<file path="config.mk">
export PLATFORM = sky130hd
export DESIGN_NAME = regfile_wb_ctrl
export DESIGN_NICKNAME = d
export VERILOG_FILES = /design/src/rtl/rv_pkg.sv /design/src/rtl/sync_fifo.sv /design/src/rtl/regfile_wb_ctrl.sv
export SDC_FILE = /design/constraint.sdc
export NUM_CORES = 1
export LEC_CHECK = 0
export ABC_AREA = 1
export ABC_CLOCK_PERIOD_IN_PS = 4100
export BUFFER_PORTS_ARGS = -buffer_cell sky130_fd_sc_hd__buf_2
export CAP_MARGIN = 25
export CORE_MARGIN = 5
export CORE_UTILIZATION = 56
export DETAILED_ROUTE_END_ITERATION = 8
export GPL_TIMING_DRIVEN = 0
export PLACE_DENSITY = 0.77
export SYNTH_ARGS = -nofsm -noshare
export SYNTH_HDL_FRONTEND = slang
export SYNTH_SLANG_ARGS = --single-unit
</file>
<file path="constraint.sdc">
create_clock -name clk -period 4.1 [get_ports clk]
set_input_delay 0.205 -clock clk [delete_from_list [all_inputs] [get_ports clk]]
set_output_delay 0.205 -clock clk [all_outputs]
set_load 0.02 [all_outputs]
</file>
<file path="src/rtl/rv_pkg.sv">
// Shared write-back types and widths for the register-file writer side.
package rv_pkg;

    localparam int XLEN     = 32;
    localparam int REG_AW   = 5;
    localparam int NREGS    = 2 ** REG_AW;
    localparam int WB_DEPTH = 4;

    typedef enum logic [1:0] {
        WB_NONE = 2'd0,
        WB_ALU  = 2'd1,
        WB_LD   = 2'd2
    } wb_src_e;

    typedef struct packed {
        logic [REG_AW-1:0] rd;
        logic [XLEN-1:0]   data;
    } wb_entry_t;

endpackage

</file>
<file path="src/rtl/sync_fifo.sv">
// Single-clock FIFO with registered occupancy; head is read combinationally.
module sync_fifo #(
    parameter int WIDTH = 8,
    parameter int DEPTH = 4
) (
    input  logic                     clk,
    input  logic                     rst,
    input  logic                     push,
    input  logic                     pop,
    input  logic [WIDTH-1:0]         wdata,
    output logic [WIDTH-1:0]         rdata,
    output logic                     full,
    output logic                     empty,
    output logic [$clog2(DEPTH):0]   count
);
    localparam int PW = $clog2(DEPTH);

    logic [WIDTH-1:0] mem_r [DEPTH];
    logic [PW-1:0]    wr_ptr_r;
    logic [PW-1:0]    rd_ptr_r;
    logic [PW:0]      count_r;
    logic             push_ok_s;
    logic             pop_ok_s;

    assign push_ok_s = push && !full;
    assign pop_ok_s  = pop && !empty;
    assign full      = (count_r == DEPTH[PW:0]);
    assign empty     = (count_r == {(PW+1){1'b0}});
    assign count     = count_r;
    assign rdata     = mem_r[rd_ptr_r];

    // Pointers wrap naturally because DEPTH is a power of two.
    always_ff @(posedge clk or posedge rst) begin
        if (rst) begin
            wr_ptr_r <= {PW{1'b0}};
            rd_ptr_r <= {PW{1'b0}};
            count_r  <= {(PW+1){1'b0}};
        end else begin
            if (push_ok_s) begin
                wr_ptr_r <= wr_ptr_r + 1'b1;
            end
            if (pop_ok_s) begin
                rd_ptr_r <= rd_ptr_r + 1'b1;
            end
            case ({push_ok_s, pop_ok_s})
                2'b10:   count_r <= count_r + 1'b1;
                2'b01:   count_r <= count_r - 1'b1;
                default: count_r <= count_r;
            endcase
        end
    end

    // Storage array; contents are don't-care while the slot is empty.
    always_ff @(posedge clk) begin
        if (push_ok_s) begin
            mem_r[wr_ptr_r] <= wdata;
        end
    end

endmodule

</file>
<file path="src/rtl/regfile_wb_ctrl.sv">
// Write-back sequencer: arbitrates ALU results against buffered load returns
// onto the regfile write port and tracks registers with outstanding loads.
module regfile_wb_ctrl #(
    parameter int XLEN  = rv_pkg::XLEN,
    parameter int AW    = rv_pkg::REG_AW,
    parameter int DEPTH = rv_pkg::WB_DEPTH
) (
    input  logic                   clk,
    input  logic                   rst,
    input  logic                   alu_valid,
    input  logic [AW-1:0]          alu_rd,
    input  logic [XLEN-1:0]        alu_data,
    input  logic                   ld_valid,
    output logic                   ld_ready,
    input  logic [AW-1:0]          ld_rd,
    input  logic [XLEN-1:0]        ld_data,
    input  logic                   issue_ld,
    input  logic [AW-1:0]          issue_rd,
    input  logic [AW-1:0]          dec_rs1,
    input  logic [AW-1:0]          dec_rs2,
    input  logic [AW-1:0]          dec_rd,
    output logic                   hazard,
    output logic                   rf_we_n,
    output logic [AW-1:0]          rf_rd,
    output logic [XLEN-1:0]        rf_wd,
    output logic [2**AW-1:0]       pend,
    output logic [$clog2(DEPTH):0] fifo_cnt
);
    import rv_pkg::*;

    localparam int NR = 2 ** AW;
    localparam logic [NR-1:0] BIT0 = {{(NR-1){1'b0}}, 1'b1};
    localparam logic [AW-1:0] X0   = {AW{1'b0}};

    logic                 alu_sel_s;
    logic                 pop_s;
    logic                 push_s;
    logic                 fifo_full_s;
    logic                 fifo_empty_s;
    logic [AW+XLEN-1:0]   head_s;
    logic                 rf_we_n_r;
    logic [AW-1:0]        rf_rd_r;
    logic [XLEN-1:0]      rf_wd_r;
    wb_src_e              src_r;
    logic [NR-1:0]        pend_r;
    logic [NR-1:0]        set_s;
    logic [NR-1:0]        clr_s;
    logic [NR-1:0]        pend_nxt_s;

    // An ALU write to x0 is discarded, so it never blocks a FIFO pop.
    assign alu_sel_s = alu_valid && (alu_rd != X0);
    assign pop_s     = !alu_sel_s && !fifo_empty_s;
    assign push_s    = ld_valid && !fifo_full_s && (ld_rd != X0);
    assign ld_ready  = !fifo_full_s;

    sync_fifo #(
        .WIDTH (AW + XLEN),
        .DEPTH (DEPTH)
    ) u_ld_fifo (
        .clk   (clk),
        .rst   (rst),
        .push  (push_s),
        .pop   (pop_s),
        .wdata ({ld_rd, ld_data}),
        .rdata (head_s),
        .full  (fifo_full_s),
        .empty (fifo_empty_s),
        .count (fifo_cnt)
    );

    // Output stage: one write per cycle, index/data hold when idle.
    always_ff @(posedge clk or posedge rst) begin
        if (rst) begin
            rf_we_n_r <= 1'b1;
            rf_rd_r   <= X0;
            rf_wd_r   <= {XLEN{1'b0}};
            src_r     <= WB_NONE;
        end else if (alu_sel_s) begin
            rf_we_n_r <= 1'b0;
            rf_rd_r   <= alu_rd;
            rf_wd_r   <= alu_data;
            src_r     <= WB_ALU;
        end else if (pop_s) begin
            rf_we_n_r <= 1'b0;
            rf_rd_r   <= head_s[AW+XLEN-1:XLEN];
            rf_wd_r   <= head_s[XLEN-1:0];
            src_r     <= WB_LD;
        end else begin
            rf_we_n_r <= 1'b1;
            src_r     <= WB_NONE;
        end
    end

    // A pending bit clears as the regfile captures its load; a same-edge issue wins.
    assign clr_s      = (!rf_we_n_r && (src_r == WB_LD)) ? (BIT0 << rf_rd_r) : {NR{1'b0}};
    assign set_s      = (issue_ld && (issue_rd != X0)) ? (BIT0 << issue_rd) : {NR{1'b0}};
    assign pend_nxt_s = ((pend_r & ~clr_s) | set_s) & ~BIT0;

    // Scoreboard register.
    always_ff @(posedge clk or posedge rst) begin
        if (rst) begin
            pend_r <= {NR{1'b0}};
        end else begin
            pend_r <= pend_nxt_s;
        end
    end

    assign hazard = ((dec_rs1 != X0) && pend_r[dec_rs1]) ||
                    ((dec_rs2 != X0) && pend_r[dec_rs2]) ||
                    ((dec_rd  != X0) && pend_r[dec_rd]);

    assign rf_we_n = rf_we_n_r;
    assign rf_rd   = rf_rd_r;
    assign rf_wd   = rf_wd_r;
    assign pend    = pend_r;

endmodule

</file>
==> results.cfg, run 1 <==
[grt]
overflow = 0
grt_use_met3 = 0.0387
grt_pass1_vias = 8527
grt_start_max_net_pins = 56
grt_first_pass_wirelength_um = 44600
grt_use_met1 = 0.370
grt_usage = 0.272
antenna_found_initial = 1
top_usage_layer = met2
grtUsageMet2 = 0.461

[clock_tree]
cts_buffers = 24
hold_buffers = 77
cts_repair_resize_count = 0
cts_tree = done
cts_max_path_buffers = 3
clock-sinks = 226
cts_setup_buffers = 0
cts-root-buf = clkbuf_16
clk_pin_slew_ps = 60
htreeDepth = 1
clk_latency_ps = 520

[synthesis]
syn_avg_cell_area_um2 = 9.94
yosysSeqAreaShare = 0.635
yosys_warnings = 0
synthTopCellsByArea = edfxtp_1 44%, dfrtp_1 19%, o21ai_0 8.1%
netlist_instances = 1013
synth-seq-cells = 226
netlist_area_mm2 = 0.0101
synth_cell_types = 34
yosysTopAreaCellShare = 0.441
syn_nets = 1118
synth_area_leader_cell = edfxtp_1

[die]
pin_count = 174
rows = 49
die_area_mm2 = 0.0208
core_area_mm2 = 0.0178
start_util = 0.564
die_h_um = 144
die_w_um = 144

[timing]
fin_crit_ps = 2640
final-setup-viol-count = 0
fin_skew_ps = 27.3
slew_viol_final = 0
tightest_slew_ps = 803
fmax_ghz = 0.379
worst_slew_margin_rel = 0.464
hold_violations = 0
fin_crit_sh = 0.643
setup_ws_ps = 1460
rsz0062_at_grt = false

[run]
drv_cap = 0

[finish]
n_fill_cell = 1252
post-route-cell-area_mm2 = 0.0130
multi_input_area_mm2 = 0.00317
drive_above_1_share = 0.196
layout.nets = 1395
regArea_mm2 = 0.00640
syn2layout_area_growth_pct = 28.9

[pwr]
ir_drop_v = 0.000492
p_leak_nw = 5.32
powerDensity_mw_per_mm2 = 695

[worst_setup_path]
slowest_stage = dlygate4sd3_1
worstPathRequired_ps = 4480
crit_buf_inv = 4
crit_family = buffers and inverters
crit_top_cell = nand2_1
cp-start-kind = input port
cp_cell_sequence = dlygate4sd3_1, buf_2, nor3_1, nand2_1, nand2_1, inv_2, nor2_4, ha_1, inv_1, fa_1, a21oi_1, o21ai_0, xnor2_1
crit_path_max_incr_delay_ps = 540
cp.arrival_ps = 3020
crit_type = in2reg
crit_path_max_fanout = 9
endpoint_kind = flip-flop

[placement]
portBuffers = 169
dp_hpwl_um = 18300
post-place-ws_ps = 1620
gp_congestion = 0.912
place_area_mm2 = 0.0113

[detailed_routing]
wl_um = 28400
wl_per_cell_um = 18.5
drc = 0
drt_iter0_drc = 785
vias_per_cell = 5.68
via_count = 8734
antenna_left = 0
drt-pass1-iter-count = 5

[status]
outcome = finished clean

[hold_path]
hold_path.class = in2reg
worst reg2reg max path: cells and delay by family (launching register included):
family        cells  cell delay [ps]
flops             1              450
buf+inv           2              370
simple gates      3             1320
registers in the layout, indices dropped and copies added, names as in the netlist:
signal / count
rf_rd: 5
rf_wd: 32
rf_we_n: 1
src_r: 2
u_ld_fifo.mem_r: 148
pend: 31
u_ld_fifo.count: 3
u_ld_fifo.rd_ptr_r: 2
u_ld_fifo.wr_ptr_r: 2
cell usage in the layout, fill, tap and decap left out, types with 3 or more instances in the layout:
| master | count |
|---|---|
| edfxtp_1 | 148 |
| bufinv_16 | 5 |
| o211ai_2 | 5 |
| clkbuf_16 | 24 |
| buf_4 | 5 |
| inv_1 | 69 |
| inv_2 | 4 |
| ha_1 | 5 |
| nor2_4 | 5 |
| xor2_1 | 3 |
| nand2_1 | 177 |
| buf_12 | 3 |
| nor3_1 | 16 |
| a21oi_1 | 41 |
| dfrtp_1 | 77 |
| o21ai_0 | 163 |
| o22ai_1 | 38 |
| o211ai_1 | 9 |
| o21ai_1 | 15 |
| nor2_1 | 125 |
| clkbuf_1 | 27 |
| dlygate4sd3_1 | 77 |
| buf_2 | 186 |
| nand3_1 | 47 |
| clkinv_2 | 5 |
final cells by class:
cell class              count  area share
diodes                      1    0.000193
repair buffers            251       0.133
clock buffers              29      0.0493
clock inverters            15      0.0167
plain buffers              51      0.0192
multi-input cells         662       0.245
inverters                  74      0.0216
well taps                 229      0.0221
flip-flops and latches    226       0.493
report_power, final:
part	leakage [nW]	switching (mW)	internal (mW)
logic	2.68	2.19	1.04
clock network	0.423	0.893	1.43
registers	2.22	0.384	3.09
metrics by stage:
stage               TNS, ps  power [mW]   util  instances  hold slack, ps
finish                    0        9.02  0.727       1538            22.4
global route              0        9.51  0.727       1538            32.5
CTS                       0        8.98  0.727       1537           0.976
detailed placement        0        6.60  0.636       1416             211
global placement     -13150        6.47  0.628       1411             419
floorplan                 0        5.42      -       1013             304
worst paths after layout:
path	from	endpoint	slack [ps]	cells past startpoint
worst max-delay path	alu_rd[1]	u_ld_fifo.count[2]	1460	13
worst min-delay path	issue_rd[4]	pend[2]	20	2
worst max register to register	u_ld_fifo.count[0]	u_ld_fifo.mem_r[3][30]	1660	5
worst min register to register	rf_wd[18]	rf_wd[18]	520	2
max in group asynchronous	rst	rf_we_n	3230	4
min in group asynchronous	rst	rf_wd[27]	210	3
Yosys cell counts:
cell type,n
inv_2,4
nand3_1,47
buf_1,1
ha_1,5
nor3_1,16
conb_1,1
a32o_1,1
buf_4,5
buf_6,2
nor3_4,1
fa_1,1
clkbuf_2,2
o211ai_2,5
a21oi_1,41
o31ai_1,1
dfstp_2,1
o21ai_0,163
nor3b_1,1
a31oi_1,2
buf_2,17
nor2_4,1
o21ai_1,15
dfrtp_1,77
edfxtp_1,148
inv_1,70
xor2_1,3
xnor2_1,2
o22ai_1,38
clkbuf_1,24
nor2_1,129
nand3b_1,1
o211ai_1,9
nand2_1,177
nand4_1,2
layer usage:
metal  share of wire  up-vias
li1                -     4073
met2            0.50      438
met5               0        -
met1            0.40     4171
met4           0.020        0
met3           0.084       52
kinds of logic (layout without fill, tap and decap cells):
| kind of cell | count (synthesis) | count (layout) | synth area share |
|---|---|---|---|
| buf+inv | 125 | 420 | 0.0523 |
| fa+ha+maj | 6 | 6 | 0.00820 |
| flops | 226 | 226 | 0.635 |
| compound gates | 275 | 275 | 0.148 |
| simple gates | 375 | 375 | 0.151 |
| xor+xnor | 5 | 5 | 0.00435 |
| other cells | 1 | 2 | 0.000372 |
Note: power is estimated with default switching activity, not from simulation.
==> run 2: changes to the inputs <==
ABC_CLOCK_PERIOD_IN_PS = 2700   (was 4100)
clock period = 2.7 ns   (was 4.1 ns; I/O delays follow)
==> run 2 against run 1 <==
Against the previous run: sequential share of layout area shrank 0.24 points; critical path depth is the same; final cell count grew 0.39%; via count grew 0.62%; register-to-register slack lost 1400 ps; largest cell class unchanged; largest power group unchanged.
==> results.cfg, run 2 (synthesis gave the netlist of run 1 again) <==
[status]
outcome = finished clean

[worst_setup_path]
worstPathRequired_ps = 3080
crit_family = buffers and inverters
r2r_start = u_ld_fifo.count[0]
slowest_stage = dlygate4sd3_1
crit_path_max_fanout = 9
cp_cell_sequence = dlygate4sd3_1, buf_2, nor3_1, nand2_1, nand2_2, inv_2, nor2_4, ha_1, inv_1, fa_1, a21oi_1, o21ai_0, xnor2_1
crit_path_max_incr_delay_ps = 530
crit_type = in2reg
crit_buf_inv = 4
endpoint_kind = flip-flop
startpoint = alu_rd[1]
cp-start-kind = input port
cp.arrival_ps = 2840

[die]
die_w_um = 144
die_h_um = 144
core_area_mm2 = 0.0178
start_util = 0.564
pin_count = 174
rows = 49
die_area_mm2 = 0.0208

[detailed_routing]
drc = 0
vias_per_cell = 5.69
wl_um = 28500
via_count = 8788
drt_iter0_drc = 832
wl_per_cell_um = 18.5
drt-pass1-iter-count = 5
antenna_left = 0

[timing]
fin_skew_ps = 29.1
rsz0062_at_grt = false
setup_ws_ps = 247
slew_viol_final = 0
worst_slew_margin_rel = 0.477
hold_violations = 0
fmax_ghz = 0.408
fin_crit_ps = 2450
timing.setup.tns_ps = 0
tightest_slew_ps = 783
final-setup-viol-count = 0
fin_crit_sh = 0.909

[run]
drv_cap = 0

[finish]
layout.nets = 1401
drive_above_1_share = 0.196
layout_common_cells = 186 x buf_2, 176 x nand2_1, 163 x o21ai_0
largest_reg_flops = 148
syn2layout_area_growth_pct = 29.5
top_register = u_ld_fifo.mem_r
mostFrequentLayoutCell = buf_2
post-route-util = 0.731

[pwr]
powerDensity_mw_per_mm2 = 1050
p_leak_nw = 5.34
ir_drop_v = 0.000749
p_total_mw = 13.7

[clock_tree]
cts_tree = done
cts_setup_buffers = 0
cts-root-buf = clkbuf_16
clk_latency_ps = 520
clk_pin_slew_ps = 60
cts_buffers = 24
htreeDepth = 1
cts_max_path_buffers = 3
clock-sinks = 226

[grt]
grt_start_max_net_pins = 56
grt_first_pass_wirelength_um = 44800
grt_pass1_vias = 8589
grt_usage = 0.273
overflow = 0
antenna_found_initial = 1

[hold_path]
worstHoldStart = issue_rd[3]
hold_path.class = in2reg

[placement]
gp_congestion = 0.912
portBuffers = 169
dp_hpwl_um = 18300
post-place-ws_ps = 242
-- run 2: changes by cell type in the layout (fill, tap and decap cells not counted), sizes merged --
cell,before,now
dlygate4sd3,77,83
-- run 2: where the power goes --
| part | switching, mW | internal [mW] |
|---|---|---|
| combinational | 3.33 | 1.58 |
| clock | 1.36 | 2.18 |
| sequential | 0.587 | 4.69 |
-- run 2: worst reg2reg max path: stages (launching register included) --
cell and delay, ps:
dfrtp_1 450, inv_1 110, nand3_1 110, nand3_1 420, nor2_4 780, buf_16 260
-- run 2: routing by layer --
layer | global-route usage | up-vias | wire length (um) | share of wire
met5 | 0 | - | 0 | 0
met4 | 0.0813 | 0 | 760 | 0.027
met3 | 0.0400 | 74 | 2320 | 0.081
met2 | 0.463 | 472 | 14000 | 0.49
met1 | 0.369 | 4160 | 11400 | 0.40
li1 | - | 4082 | - | -
-- run 2: what timing repair did --
action,4_1_cts,5_1_grt
hold buffers,83,0
resized for setup,0,1
setup endpoints to repair,0,1
endpoints found under the hold margin,276,0
-- run 2: metrics by stage --
step	instance area [um2]	hold WS [ps]	cells
finish	13000	29.9	1544
global route	13000	46.4	1544
CTS	13000	3.09	1543
detailed placement	11300	141	1416
global placement	11200	349	1411
floorplan	10100	234	1013
-- run 2: path summary, 6_finish.rpt --
kind | to | cells past startpoint | slack [ps]
max | u_ld_fifo.count[2] | 13 | 250
min | pend[15] | 3 | 30
max reg2reg | u_ld_fifo.mem_r[3][30] | 5 | 280
min reg2reg | rf_wd[18] | 2 | 520
max in group asynchronous | rf_we_n | 4 | 1900
min in group asynchronous | rf_wd[20] | 3 | 140
-- run 2: area by class of cell --
| class | instances | area, um2 |
|---|---|---|
| inverters | 74 | 280 |
| flip-flops and latches | 226 | 6400 |
| repair buffers | 257 | 1790 |
| clock buffers | 29 | 639 |
| multi-input cells | 662 | 3180 |
| fillers | 1242 | 4800 |
| plain buffers | 51 | 249 |
| well taps | 229 | 287 |
| diodes | 1 | 2.50 |
| clock inverters | 15 | 216 |
==> run 3: changes to the inputs <==
ABC_AREA = default   (was 1)
RECOVER_POWER = 100   (was default)
==> run 3 against run 2 <==
Against the previous run: final cell count decreased by 26%; non-clock buffer count down 23; clock skew fell by 17 ps; sequential cell count is the same; maximum frequency is 6.5% lower; global-route usage hardly changed; register-to-register slack got worse by 90 ps; combinational power shrank 15%; count of clock-buffer cells in the layout decreased by 1; critical path type is now reg2out.
==> results.cfg, run 3 <==
[worst_setup_path]
cp-start-kind = flip-flop
startpoint = pend[26]
cp.arrival_ps = 2490
worstPathRequired_ps = 2570
endpoint_kind = output port
r2r-end = u_ld_fifo.mem_r[1][16]
endpoint = hazard
r2r.worst_path.cells = 6
crit_path_max_fanout = 5
crit_type = reg2out
r2r_start = u_ld_fifo.count[0]
reg2reg_slack_ps = 190

[synthesis]
synth_area_leader_cell = edfxtp_1
synth_ff_type = edfxtp_1
netlist_top_cells_count = 148 x edfxtp_1, 77 x dfrtp_1, 64 x o21ai_0
syn_nets = 728
yosysTopAreaCellShare = 0.455
synth_cell_types = 53
yosys_warnings = 0
synthTopCellsByArea = edfxtp_1 45%, dfrtp_1 20%, mux4_2 12%
netlist_area_mm2 = 0.00977
synth-seq-cells = 226
netlist_instances = 623
yosys.cell_count.top_type = edfxtp_1
ys_async_sr_fraction = 0.345
syn_avg_cell_area_um2 = 15.7
synth-edff-count = 148
yosysSeqAreaShare = 0.655

[detailed_routing]
wl_um = 27600
drc = 0
drt-pass1-iter-count = 7
drt_iter0_drc = 686
vias_per_cell = 6.03
wl_per_cell_um = 24.1
antenna_left = 0
via_count = 6893

[clock_tree]
clk_latency_ps = 500
cts_tree = done
cts-root-buf = clkbuf_16
cts_buffers = 22
clk_pin_slew_ps = 60
clock-sinks = 226
htreeDepth = 1
cts_setup_buffers = 0
cts_max_path_buffers = 3

[pwr]
powerDensity_mw_per_mm2 = 1040
p_total_mw = 12.9
p_leak_nw = 4.43
ir_drop_v = 0.000774

[die]
pin_count = 174
start_util = 0.569
die_area_mm2 = 0.0202
die_h_um = 142
rows = 48
core_area_mm2 = 0.0172
die_w_um = 142

[timing]
final-setup-viol-count = 0
slew_viol_final = 0
fin_crit_ps = 2620
tightest_slew_ps = 1250
worst_slew_margin_rel = 0.159
rsz0062_at_grt = false
hold_ws_ps = 33.0
timing.setup.tns_ps = 0
fmax_ghz = 0.381
fin_skew_ps = 11.8
setup_ws_ps = 75.5
fin_crit_sh = 0.972
hold_violations = 0

[placement]
portBuffers = 165
place_area_mm2 = 0.0110
placed_cells = 1018
dp_hpwl_um = 17400
post-place-ws_ps = 242
gp_congestion = 0.970

[finish]
layout.nets = 1004
post-route-cell-area_mm2 = 0.0124
drive_above_1_share = 0.202
post-route-util = 0.725
largest_reg_flops = 148
top_register = u_ld_fifo.mem_r
mostFrequentLayoutCell = edfxtp_1
layoutNonFillerInstCount = 1144
syn2layout_area_growth_pct = 27.4
layout_common_cells = 148 x edfxtp_1, 125 x clkbuf_1, 99 x o21ai_0

[run]
drv_cap = 0

[hold_path]
hold_path.class = in2reg

[grt]
grt_usage = 0.273
grt_start_max_net_pins = 54
antenna_found_initial = 4
grt_pass1_vias = 7427
grt_first_pass_wirelength_um = 41900
overflow = 0

[status]
outcome = finished clean
==> run 3: changes by cell type after synthesis, moves of 18 or more <==
cell and delta:
mux4_2 +52, o22ai_1 -38, mux2i_1 +43, a21oi_1 -38, nand2_1 -126, inv_1 -59, o21ai_0 -99, nand3_1 -40
nor2_1 -119, o21ai_1 +23, clkbuf_1 -18
==> run 3: worst min-delay path by stage <==
stage,startpoint,to,slack [ps],depth (start not counted)
after floorplan,issue_rd[4],pend[4],230,1
after global placement,alu_data[24],rf_wd[24],340,3
after detailed placement,rst,rf_wd[22],150,2
after CTS,issue_rd[0],pend[29],10,3
after global routing,issue_rd[0],pend[29],60,3
final,issue_rd[0],pend[29],30,3
==> run 3: cell type report <==
cell class / instances / area, um2
Antenna cell: 4 / 10.0
Buffer: 33 / 203
Clock buffer: 28 / 604
Clock inverter: 12 / 210
Fill cell: 1096 / 4730
Inverter: 11 / 42.5
Multi-Input combinational cell: 353 / 3120
Sequential cell: 226 / 6400
Tap cell: 225 / 282
Timing Repair Buffer: 252 / 1580
==> run 3: per-layer routing <==
layer  GRT usage  wire length, um  up-vias
met4       0.110              986        0
li1            -                -     2971
met5           0                0        -
met1       0.327            10000     3491
met2       0.493            14400      370
met3      0.0440             2130       61
==> run 3: what timing repair did <==
action	CTS	global route
hold buffers	82	0
gates resized for setup	0	0
endpoints found under the hold margin	253	0
==> run 3: cells by family after synthesis <==
family	count (synthesis)	synth area share
and+or+nand+nor	115	0.0625
DFF	226	0.655
xor gates and xnor gates	6	0.00615
adders and majority gates	6	0.00845
buffers and inverters	44	0.0257
muxes	103	0.173
other	1	0.000384
AOI/OAI and AO/OA	122	0.0687
==> run 3: power by group <==
part           leakage (nW)  internal (mW)  switching (mW)  total (mW)
registers              2.22           4.64           0.675        5.32
logic                  1.81           1.73            2.46        4.19
clock network         0.397           2.16            1.27        3.43
total                  4.43           8.53            4.41        12.9
==> run 3: worst max-delay path: stages (launching register included) <==
cell and delay [ps]:
dfrtp_1 480, mux4_2 520, nor3b_1 200, nor3_1 70, o211ai_1 350, nand4_1 180, clkbuf_2 190
